[config.mk]
export PLATFORM = sky130hd
export DESIGN_NAME = opb_register_simulink2ppc
export DESIGN_NICKNAME = d
export VERILOG_FILES = /design/src/rtl/opb_sw_reg_pkg.sv /design/src/rtl/opb_slave_ack.sv /design/src/rtl/opb_register_simulink2ppc.sv
export SDC_FILE = /design/constraint.sdc
export NUM_CORES = 1
export LEC_CHECK = 0
export CELL_PAD_IN_SITES_DETAIL_PLACEMENT = 0
export CELL_PAD_IN_SITES_GLOBAL_PLACEMENT = 2
export CORE_ASPECT_RATIO = 0.6
export CORE_MARGIN = 8
export CORE_UTILIZATION = 27
export DETAILED_ROUTE_END_ITERATION = 8
export GPL_ROUTABILITY_DRIVEN = 0
export PLACE_DENSITY = 0.82
export SYNTH_ARGS = -nofsm -noshare
export SYNTH_HDL_FRONTEND = slang
export SYNTH_SLANG_ARGS = --single-unit
[constraint.sdc]
create_clock -name OPB_Clk -period 3.5 [get_ports OPB_Clk]
set_input_delay 0.875 -clock OPB_Clk [delete_from_list [all_inputs] [get_ports OPB_Clk]]
set_output_delay 0.875 -clock OPB_Clk [all_outputs]
set_load 0.05 [all_outputs]
[src/rtl/opb_sw_reg_pkg.sv]
// Shared definitions for the OPB software-register slaves: register offsets,
// STATUS bit positions and the bus acknowledge FSM states.
package opb_sw_reg_pkg;

  localparam logic [1:0] OFF_DATA   = 2'd0;
  localparam logic [1:0] OFF_STATUS = 2'd1;
  localparam logic [1:0] OFF_COUNT  = 2'd2;

  localparam int STAT_NEW_BIT = 0;
  localparam int STAT_OVR_BIT = 1;

  typedef enum logic [1:0] {
    IDLE,
    ACK,
    WAIT
  } bus_state_e;

endpackage

[src/rtl/opb_slave_ack.sv]
// OPB address decode plus IDLE/ACK/WAIT handshake: one single-cycle ack per
// select assertion, with read/write strobes on the cycle that enters ACK.
module opb_slave_ack
  import opb_sw_reg_pkg::*;
#(
  parameter logic [31:0] C_BASEADDR = 32'h0100_0400,
  parameter logic [31:0] C_HIGHADDR = 32'h0100_04FF
) (
  input  logic        i_clk,
  input  logic        i_rst,
  input  logic [31:0] i_abus,
  input  logic        i_rnw,
  input  logic        i_select,
  output logic        o_ack,
  output logic [1:0]  o_offset,
  output logic        o_rd_strobe,
  output logic        o_wr_strobe
);

  bus_state_e  r_state;
  bus_state_e  w_next;
  logic        w_hit;
  logic [31:0] w_rel;
  logic        w_unused_rel;

  assign w_hit        = i_select && (i_abus >= C_BASEADDR) && (i_abus <= C_HIGHADDR);
  assign w_rel        = i_abus - C_BASEADDR;
  assign o_offset     = w_rel[3:2];
  assign w_unused_rel = ^{w_rel[31:4], w_rel[1:0]};
  assign o_ack        = (r_state == ACK);

  always_ff @(posedge i_clk or posedge i_rst) begin
    if (i_rst) r_state <= IDLE;
    else       r_state <= w_next;
  end

  // Strobes fire only on the IDLE->ACK transition so each select yields one access.
  always_comb begin
    w_next      = r_state;
    o_rd_strobe = 1'b0;
    o_wr_strobe = 1'b0;
    case (r_state)
      IDLE: begin
        if (w_hit) begin
          w_next      = ACK;
          o_rd_strobe = i_rnw;
          o_wr_strobe = !i_rnw;
        end
      end
      ACK:  w_next = WAIT;
      WAIT: if (!i_select) w_next = IDLE;
      default: w_next = IDLE;
    endcase
  end

endmodule

[src/rtl/opb_register_simulink2ppc.sv]
// Fabric-to-PPC OPB register: captures a user word on a valid strobe and
// exposes DATA, STATUS (new/overrun) and an update counter to software.
module opb_register_simulink2ppc
  import opb_sw_reg_pkg::*;
#(
  parameter logic [31:0] C_BASEADDR   = 32'h0100_0400,
  parameter logic [31:0] C_HIGHADDR   = 32'h0100_04FF,
  parameter int          C_OPB_AWIDTH = 32,
  parameter int          C_OPB_DWIDTH = 32,
  parameter              C_FAMILY     = "virtex5"
) (
  input  logic        OPB_Clk,
  input  logic        OPB_Rst,
  input  logic [0:31] OPB_ABus,
  input  logic [0:3]  OPB_BE,
  input  logic [0:31] OPB_DBus,
  input  logic        OPB_RNW,
  input  logic        OPB_select,
  input  logic        OPB_seqAddr,
  output logic [0:31] Sl_DBus,
  output logic        Sl_xferAck,
  output logic        Sl_errAck,
  output logic        Sl_retry,
  output logic        Sl_toutSup,
  input  logic [31:0] user_data_in,
  input  logic        user_data_valid
);

  logic [31:0] r_data;
  logic        r_new;
  logic        r_ovr;
  logic [31:0] r_cnt;
  logic [31:0] r_dbus;

  logic        w_ack;
  logic [1:0]  w_offset;
  logic        w_rd;
  logic        w_wr;
  logic        w_rd_data;
  logic        w_ovr_clr;
  logic [31:0] w_rd_word;
  logic        w_unused;

  opb_slave_ack #(
    .C_BASEADDR (C_BASEADDR),
    .C_HIGHADDR (C_HIGHADDR)
  ) u_ack (
    .i_clk       (OPB_Clk),
    .i_rst       (OPB_Rst),
    .i_abus      (OPB_ABus),
    .i_rnw       (OPB_RNW),
    .i_select    (OPB_select),
    .o_ack       (w_ack),
    .o_offset    (w_offset),
    .o_rd_strobe (w_rd),
    .o_wr_strobe (w_wr)
  );

  // OPB_DBus[31] and OPB_BE[3] are the least significant bit and byte.
  assign w_rd_data = w_rd && (w_offset == OFF_DATA);
  assign w_ovr_clr = w_wr && (w_offset == OFF_STATUS) && OPB_BE[3] && OPB_DBus[31];

  always_comb begin
    w_rd_word = '0;
    case (w_offset)
      OFF_DATA:   w_rd_word = r_data;
      OFF_STATUS: begin
        w_rd_word[STAT_NEW_BIT] = r_new;
        w_rd_word[STAT_OVR_BIT] = r_ovr;
      end
      OFF_COUNT:  w_rd_word = r_cnt;
      default:    w_rd_word = '0;
    endcase
  end

  // A capture always wins over a same-cycle clear of new_flag or overrun.
  always_ff @(posedge OPB_Clk or posedge OPB_Rst) begin
    if (OPB_Rst) begin
      r_data <= '0;
      r_new  <= 1'b0;
      r_ovr  <= 1'b0;
      r_cnt  <= '0;
      r_dbus <= '0;
    end else begin
      if (user_data_valid) begin
        r_data <= user_data_in;
        r_new  <= 1'b1;
        r_cnt  <= r_cnt + 32'd1;
      end else if (w_rd_data) begin
        r_new  <= 1'b0;
      end
      if (user_data_valid && r_new && !w_rd_data) r_ovr <= 1'b1;
      else if (w_ovr_clr)                         r_ovr <= 1'b0;
      r_dbus <= w_rd ? w_rd_word : 32'd0;
    end
  end

  assign Sl_DBus    = r_dbus;
  assign Sl_xferAck = w_ack;
  assign Sl_errAck  = 1'b0;
  assign Sl_retry   = 1'b0;
  assign Sl_toutSup = 1'b0;

  assign w_unused = &{1'b0, OPB_seqAddr, OPB_BE[0:2], OPB_DBus[0:30],
                      (C_OPB_AWIDTH == 32), (C_OPB_DWIDTH == 32),
                      (C_FAMILY == "virtex5")};

endmodule

# After elaboration in Yosys (flattened, before gate mapping)
# Cells that the tools add are included.
# classes
add_sub_neg	2
magnitude_cmp	2
n_eq_ne	6
mux	14
reduce_logical	15
# ops
op	count
$pmux 30 s2	1
$add 32x1->32 const B	1
$ge 32x25->1 const B	1
$le 32x25->1 const B	1
$mux 32	1
$pmux 2 s3	2
$logic_and 1x1->1	8
$mux 1	8
$eq 2x1->1 const B	2
$eq 2x2->1 const B	2
$logic_not 2->1	2
$mux 2	2
$reduce_bool 2->1	2
$sub 4x1->4 const B	1
$logic_not 1->1	2
$ne 2x1->1 const B	1
$ne 2x2->1 const B	1
$reduce_and 2->1	1
# totals
regBits	100
inputBits	106
output_inout_bits	36
elab_cells	45

# Longest topological paths before layout
# Gate-level depths: netlist of run 1.
# logic_depth
ltp_word	10
mapped_depth	7

# Cells and area by module
# From an unflattened synthesis of run 1, not the netlist that was laid out.
# hier_totals
cells_unflattened	308
area_unflattened_um2	4127.7
# by_module_without_submodules
module	instances	cells_per_inst	area_each_um2	seq_area_each_um2
opb_register_simulink2ppc	1	281	3888.7	2452.4
opb_slave_ack	1	27	239.0	50.0

# Worst setup path after synthesis of run 1
# No wires, ideal clock.
# synth_timing
path_kind	input port to flip-flop
startpoint	input port OPB_ABus[0] in the netlist's numbering
endpoint	register r_dbus[21], in the netlist Sl_DBus[10]
arrival_ns	2.177
required_time_ns	3.429
setup_slack_ns	1.252
stages	6
cell_sequence	nor4_1 -> nand4_1 -> or4_1 -> buf_6 -> buf_12 -> nor2_4
# synth_via
elab_chain_len	6
elab_cells_between_ends	7
# synth_lines
element	line	rtl
start: declaration	opb_register_simulink2ppc.sv:14	input logic [0:31] OPB_ABus,
$ge 32x25->1	opb_slave_ack.sv:26	assign w_hit = i_select && (i_abus >= C_BASEADDR) && (i_abus <= C_HIGHADDR);
$logic_and 1x1->1	opb_slave_ack.sv:26	
$logic_and 1x1->1 *	opb_slave_ack.sv:26	
$mux 1 *	opb_slave_ack.sv:44	if (w_hit) begin
$mux 1 *	opb_slave_ack.sv:42	case (r_state)
$mux 32 *	opb_register_simulink2ppc.sv:94	r_dbus <= w_rd ? w_rd_word : 32'd0;
end signal: assignment	opb_register_simulink2ppc.sv:94	
end: declaration	opb_register_simulink2ppc.sv:33	logic [31:0] r_dbus;
# Mark *: on every way between the ends. The rest lies on a longest branch, timed or not.
# A chain may end at the register's enable or synchronous reset.

# Worst setup path after layout of run 1
# layout_timing
startpoint	input port OPB_ABus[5] in the netlist's numbering
endpoint	register r_dbus[17], in the netlist Sl_DBus[14]
# The elaborated chain is that of the path after synthesis.

==> tab_implementation.tex, run 1 <==
\begin{tabular}{lr}
\hline
Metric & Value \\
\hline
\multicolumn{2}{l}{\textbf{Worst setup path}} \\
\quad Arr. time, crit path & 2900 ps \\
\quad Launch point of the worst reg-to-reg path & u\_ack.r\_state[1]\$\_DFFE\_PP0P\_ \\
\quad Crit start category & input port \\
\quad Data required time of the critical path & 3770 ps \\
\quad Critical-path cell list & clkdlybuf4s50\_1, nor4b\_2, nand4\_1, or4\_4, buf\_12, nor2\_4 \\
\quad Largest stage delay, worst path & 760 ps \\
\quad Worst setup path start & OPB\_ABus[5] \\
\quad Worst Setup Path Type & input port to flop \\
\quad R2R setup slack & 1380 ps \\
\quad Critical path's slowest cell & or4\_4 \\
\quad Maximum fanout along the worst path & 16 \\
\quad Critical path endpoint category & flop \\
\quad Register-to-Register Path Depth & 5 \\
\multicolumn{2}{l}{\textbf{Placement}} \\
\quad Port Buffers & 97 \\
\quad Post-place setup slack & 473 ps \\
\quad Detail Placement HPWL & 7.14 mm \\
\multicolumn{2}{l}{\textbf{Finish}} \\
\quad Relative area change from synthesis to final layout & 35.1\% \\
\quad Commonest non-fill, non-tap cell in the layout & dfrtp\_1 \\
\quad Proportion of layout cells with a drive suffix above 1 & 21.7\% \\
\quad Most used cells in the layout excluding fill and tap cells & 100 x dfrtp\_1, 95 x clkdlybuf4s50\_1, 33 x mux2\_2 \\
\quad Final net count & 535 \\
\quad Final Util & 37.0\% \\
\quad Antenna Cells & 0 \\
\multicolumn{2}{l}{\textbf{Synth}} \\
\quad Share of the yosys chip area belonging to registers & 56.6\% \\
\quad Number of register bits inferred by synthesis & 100 \\
\quad Yosys warning total & 0 \\
\quad Count of distinct cell types in the synthesized netlist & 32 \\
\quad Avg Cell Area, Syn & 13.5 um\^{}2 \\
\quad Summed instance area of the synthesized netlist & 4420 um\^{}2 \\
\quad Synthesized instance count & 327 \\
\multicolumn{2}{l}{\textbf{Timing}} \\
\quad Post-route clock period utilization & 75.2\% \\
\quad RSZ-0062 raised after global routing & false \\
\quad Slew Limit Fails & 0 \\
\quad Worst rel slew slack & 57.0\% \\
\quad Final Hold Violating Endpoints & 0 \\
\quad Count of endpoints failing setup in the final report & 0 \\
\quad Final total negative setup slack & 0 ps \\
\quad Highest attainable clock frequency & 380 MHz \\
\quad Maximum clock skew at final layout & 8.05 ps \\
\quad Actual transition at the worst max-transition pin & 646 ps \\
\quad Post-layout worst setup margin & 867 ps \\
\quad Shortest clock period the worst path allows after layout & 2630 ps \\
\multicolumn{2}{l}{\textbf{Route}} \\
\quad DRT antenna net count & 0 \\
\quad Number of remaining DRC errors & 0 \\
\quad Vias post-DR & 2756 \\
\quad Router iterations before antenna repair & 4 \\
\quad Final WL & 9.78 mm \\
\quad Wire per inst & 15.2 um \\
\quad First DRT Iteration DRCs & 79 \\
\quad Routed vias/inst & 4.29 \\
\multicolumn{2}{l}{\textbf{Clock network}} \\
\quad Number of H-tree levels & 3 \\
\quad Post-cts sizing count & 0 \\
\quad Number of buffers inserted to repair setup after CTS & 0 \\
\quad Clk\_lat worst skew & 340 ps \\
\quad TritonCTS Sinks & 100 \\
\quad Quantity of hold-fixing buffers added after cts & 0 \\
\quad CTS tree & yes \\
\quad Clock Root Buffer & clkbuf\_16 \\
\quad Clock-pin slew reported for the worst setup and hold paths after clock tree synthesis & 70 ps \\
\quad CTS Buf Count & 9 \\
\quad Longest Clk Path Bufs & 2 \\
\multicolumn{2}{l}{\textbf{GRT}} \\
\quad Initial antenna violation count & 1 \\
\quad Overflow left after global routing & 0 \\
\quad Pin count of the biggest net entering global routing & 51 \\
\quad Global Route Usage Sum & 9.87\% \\
\quad Number of global-route vias before repair & 3066 \\
\quad First-pass GRT wire length & 16.3 mm \\
\multicolumn{2}{l}{\textbf{Run status}} \\
\quad Result of the run & finished, final reports clean \\
\multicolumn{2}{l}{\textbf{Hold path}} \\
\quad Hold Path Depth & 1 \\
\quad Class of the tightest hold or removal check & flop to flop \\
\quad Startpoint of the lowest-slack hold path & r\_cnt[31]\$\_DFFE\_PP0P\_ \\
\multicolumn{2}{l}{\textbf{Power and ir drop}} \\
\quad Power Density & 460 nW/um\^{}2 \\
\quad Worst voltage drop across the vdd grid & 0.000284 V \\
\quad Static Leak & 0.00249 uW \\
\multicolumn{2}{l}{\textbf{Floorplanning}} \\
\quad Core box area & 16100 um\^{}2 \\
\quad Initial core utilization & 27.4\% \\
\quad Overall die area & 20900 um\^{}2 \\
\quad Die boundary height & 115 um \\
\quad Count of pins on the block boundary & 142 \\
\quad Die width & 181 um \\
\quad Std cell rows & 36 \\
\multicolumn{2}{l}{\textbf{Run}} \\
\quad Number of maximum-capacitance violations & 0 \\
\hline
\end{tabular}
[flip-flops by register name, summed over array words and instances (netlist names)]
name,count
r_ovr,1
u_ack.r_state,2
r_cnt,32
r_data,32
Sl_DBus,32
r_new,1
[worst paths after layout]
| kind | endpoint |
|---|---|
| max | Sl_DBus[14]$_DFF_PP0_ |
| min reg2reg | r_cnt[31]$_DFFE_PP0P_ |
| max reg2reg | Sl_DBus[14]$_DFF_PP0_ |
| min | r_cnt[31]$_DFFE_PP0P_ |
| min in group asynchronous | Sl_DBus[9]$_DFF_PP0_ |
| max in group asynchronous | Sl_DBus[14]$_DFF_PP0_ |
[critical path: cells and delay by family]
kind | cells | cell delay, ps
buffers and inverters | 2 | 680
and+or+nand+nor | 4 | 1310
[through the flow]
step,instance area [um^2],hold WS (ps),power [uW],cells
finish,5970,478,2750,642
floorplan,4430,445,1500,329
global placement,5620,469,1620,626
CTS,5970,484,2790,642
global route,5970,511,2880,642
detailed placement,5620,474,1630,626
[final cells by class]
class,count,area (um^2)
Clock inverter,7,124
Sequential cell,100,2500
Inverter,1,6.26
Multi-Input combinational cell,211,1790
Timing Repair Buffer,105,1060
Tap cell,209,262
Fill cell,1568,10200
Clock buffer,9,225
[report_power, final]
group / total [uW] / internal, uW / switching [uW]
Sequential: 1300 / 1230 / 66.2
Combinational: 305 / 169 / 136
Clock: 1150 / 704 / 442
[synthesized netlist by cell type, drive strengths merged]
library cell | n | area (um^2)
a21oi | 2 | 10.0
a31oi | 1 | 6.26
and2 | 2 | 12.5
and3 | 9 | 56.3
and4 | 4 | 35.0
buf | 14 | 120
clkbuf | 3 | 11.3
conb | 1 | 3.75
dfrtp | 100 | 2500
ha | 1 | 12.5
inv | 1 | 3.75
mux2 | 33 | 372
mux2i | 32 | 320
nand2 | 14 | 52.6
nand2b | 2 | 12.5
nand3 | 11 | 55.1
nand3b | 1 | 7.51
nand4 | 11 | 68.8
nor2 | 41 | 379
nor2b | 3 | 18.8
nor3 | 2 | 10.0
nor4 | 4 | 31.3
nor4b | 2 | 30.0
o2bb2ai | 1 | 8.76
or4 | 1 | 7.51
xnor2 | 25 | 219
xor2 | 6 | 52.6
[logic make-up (layout without fill, tap and decap cells)]
logic type,after synthesis,after routing,synth area share [%]
AO/OA/AOI/OAI,4,4,0.566
AND/OR/NAND/NOR,107,107,17.6
buffers and inverters,18,122,3.06
flip-flops,100,100,56.6
XOR/XNOR,31,31,6.14
adder cells (fa/ha/maj),1,1,0.283
multiplexers,65,65,15.7
other,1,3,0.0849
[routing by layer]
metal,up-vias,global-route usage (%),routed length (um)
li1,1320,-,-
met3,8,4.61,721
met5,-,0,13
met2,78,14.6,4070
met1,1348,13.1,4940
met4,2,1.85,32
No activity file was read; power rests on OpenSTA's default activity.
==> run 2, diff against run 1 <==
- CORE_UTILIZATION: 27 -> 30
- PLACE_DENSITY: 0.82 -> 0.86
- clock period: 3.5 -> 2.5 ns (I/O delays scaled with it)
==> tab_implementation.tex, run 2 (same netlist as run 1, synthesis figures left out) <==
\begin{tabular}{lr}
\hline
Metric & Value \\
\hline
\multicolumn{2}{l}{\textbf{Worst setup path}} \\
\quad RR Endpoint & Sl\_DBus[14]\$\_DFF\_PP0\_ \\
\quad Launch point of the worst reg-to-reg path & u\_ack.r\_state[0]\$\_DFFE\_PP0P\_ \\
\quad Worst Setup Path Type & flop to output port \\
\quad Register-to-Register Path Depth & 5 (unchanged) \\
\quad Arr. time, crit path & 1740 ps (-1160 ps) \\
\quad Critical path endpoint category & output port \\
\quad Worst setup path start & u\_ack.r\_state[0]\$\_DFFE\_PP0P\_ \\
\quad Crit start category & flop \\
\quad R2R setup slack & 600 ps (-780 ps) \\
\quad Maximum fanout along the worst path & 3 (-13) \\
\quad Data required time of the critical path & 1880 ps (-1890 ps) \\
\multicolumn{2}{l}{\textbf{Clock network}} \\
\quad Quantity of hold-fixing buffers added after cts & 0 (unchanged) \\
\quad Clock-pin slew reported for the worst setup and hold paths after clock tree synthesis & 70 ps (about the same) \\
\quad CTS Buf Count & 9 (unchanged) \\
\quad Clock Root Buffer & clkbuf\_16 \\
\quad CTS tree & yes \\
\quad Number of buffers inserted to repair setup after CTS & 0 (unchanged) \\
\quad Clk\_lat worst skew & 340 ps (about the same) \\
\quad Longest Clk Path Bufs & 2 (unchanged) \\
\quad Post-cts sizing count & 0 (unchanged) \\
\quad TritonCTS Sinks & 100 (unchanged) \\
\quad Number of H-tree levels & 3 (unchanged) \\
\multicolumn{2}{l}{\textbf{Route}} \\
\quad Wire per inst & 15.0 um (-1.5\%) \\
\quad DRT antenna net count & 0 (unchanged) \\
\quad Routed vias/inst & 4.35 (+1.3\%) \\
\quad First DRT Iteration DRCs & 81 (+2.5\%) \\
\quad Final WL & 9.52 mm (-2.7\%) \\
\quad Router iterations before antenna repair & 4 (unchanged) \\
\quad Number of remaining DRC errors & 0 (unchanged) \\
\quad Vias post-DR & 2756 (unchanged) \\
\multicolumn{2}{l}{\textbf{Timing}} \\
\quad Final Hold Violating Endpoints & 0 (unchanged) \\
\quad Shortest clock period the worst path allows after layout & 2370 ps \\
\quad Post-route clock period utilization & 94.8\% \\
\quad Slew Limit Fails & 0 (unchanged) \\
\quad Highest attainable clock frequency & 422 MHz \\
\quad Actual transition at the worst max-transition pin & 569 ps (-76.7 ps) \\
\quad Count of endpoints failing setup in the final report & 0 (unchanged) \\
\quad RSZ-0062 raised after global routing & false \\
\quad Worst rel slew slack & 61.9\% (+5.0 points) \\
\quad Maximum clock skew at final layout & 5.30 ps (-2.75 ps) \\
\multicolumn{2}{l}{\textbf{GRT}} \\
\quad Met2 usage in global routing & 15.9\% (+1.3 points) \\
\quad Overflow left after global routing & 0 (unchanged) \\
\quad Gr busiest metal & met2 \\
\quad Pin count of the biggest net entering global routing & 41 (-20\%) \\
\quad Initial antenna violation count & 0 (-1) \\
\quad GR met1 Demand/Resource & 13.8\% (+0.65 points) \\
\quad First-pass GRT wire length & 16.1 mm (-1.4\%) \\
\quad Met3 usage in global routing & 4.86\% (+0.26 points) \\
\quad Number of global-route vias before repair & 3171 (+3.4\%) \\
\quad Global Route Usage Sum & 10.6\% (+0.73 points) \\
\multicolumn{2}{l}{\textbf{Finish}} \\
\quad Antenna Cells & 0 (unchanged) \\
\quad Final Util & 41.1\% (+4.0 points) \\
\quad Proportion of layout cells with a drive suffix above 1 & 22.2\% (+0.54 points) \\
\quad Commonest non-fill, non-tap cell in the layout & dfrtp\_1 \\
\quad Most used cells in the layout excluding fill and tap cells & 100 x dfrtp\_1, 95 x clkdlybuf4s50\_1, 33 x mux2\_2 \\
\quad Fillers & 1373 (-12\%) \\
\quad Relative area change from synthesis to final layout & 34.4\% \\
\quad Final net count & 538 (+0.56\%) \\
\multicolumn{2}{l}{\textbf{Floorplanning}} \\
\quad Count of pins on the block boundary & 142 (unchanged) \\
\quad Std cell rows & 34 (-5.6\%) \\
\quad Initial core utilization & 30.6\% (+3.1 points) \\
\quad Die boundary height & 110 um (-4.4\%) \\
\quad Core box area & 14500 um\^{}2 (-10\%) \\
\quad Die width & 173 um (-4.7\%) \\
\quad Overall die area & 19000 um\^{}2 (-8.9\%) \\
\multicolumn{2}{l}{\textbf{Power and ir drop}} \\
\quad Power Density & 618 nW/um\^{}2 (+34\%) \\
\quad Static Leak & 0.00248 uW (-0.56\%) \\
\quad Worst voltage drop across the vdd grid & 0.000363 V (+28\%) \\
\quad Design Power & 3670 uW (+34\%) \\
\multicolumn{2}{l}{\textbf{Hold path}} \\
\quad Hold Path Depth & 1 (unchanged) \\
\quad Startpoint of the lowest-slack hold path & r\_cnt[31]\$\_DFFE\_PP0P\_ \\
\quad Class of the tightest hold or removal check & flop to flop \\
\quad Endpoint of the worst hold-timing path & r\_cnt[31]\$\_DFFE\_PP0P\_ \\
\multicolumn{2}{l}{\textbf{Run status}} \\
\quad Result of the run & finished, final reports clean \\
\multicolumn{2}{l}{\textbf{Placement}} \\
\quad Detail Placement HPWL & 7.20 mm (+0.88\%) \\
\quad Port Buffers & 97 (unchanged) \\
\multicolumn{2}{l}{\textbf{Run}} \\
\quad Number of maximum-capacitance violations & 0 (unchanged) \\
\hline
\end{tabular}
## run 2: layout make-up
class	instances	area, um^2	share of cell area (%)
well taps	198	248	4.17
clock inverters	7	83.8	1.41
multi-input cells	211	1790	30.2
clock buffers	9	225	3.79
flip-flops and latches	100	2500	42.1
inverters	1	7.51	0.126
repair buffers	108	1080	18.2
## run 2: how the worst max path moves through the flow
stage               slack, ps               endpoint
floorplan                 500  Sl_DBus[10]$_DFF_PP0_
global placement          -50  Sl_DBus[14]$_DFF_PP0_
detailed placement        -70  Sl_DBus[13]$_DFF_PP0_
CTS                        90             Sl_xferAck
global route               30             Sl_xferAck
finish                    130             Sl_xferAck
## run 2: metrics by stage
step	hold slack (ps)	setup WS, ps	setup TNS, ps	area [um^2]	instances
floorplan	445	502	0	4430	329
global placement	473	-52.8	-1230	5630	618
detailed placement	480	-67.0	-1430	5630	618
CTS	489	88.3	0	5940	634
global route	494	31.3	0	5940	634
finish	488	130	0	5940	634
## run 2: critical path, stage by stage, from the launching register on
cell and delay, ps:
dfrtp_1 390, nor2b_1 180, clkdlybuf4s50_1 830
## run 2: per-layer routing
metal | up-vias | part of all wire, %
li1 | 1327 | -
met1 | 1337 | 49
met2 | 80 | 42
met3 | 12 | 7.9
met4 | 0 | 0.96
met5 | - | 0
## run 2: where the power goes
group / total, uW / internal [uW] / switching, uW / leakage, uW
clock: 1420 / 793 / 627 / 0.000142
sequential: 1820 / 1720 / 96.5 / 0.00130
combinational: 432 / 238 / 194 / 0.00104
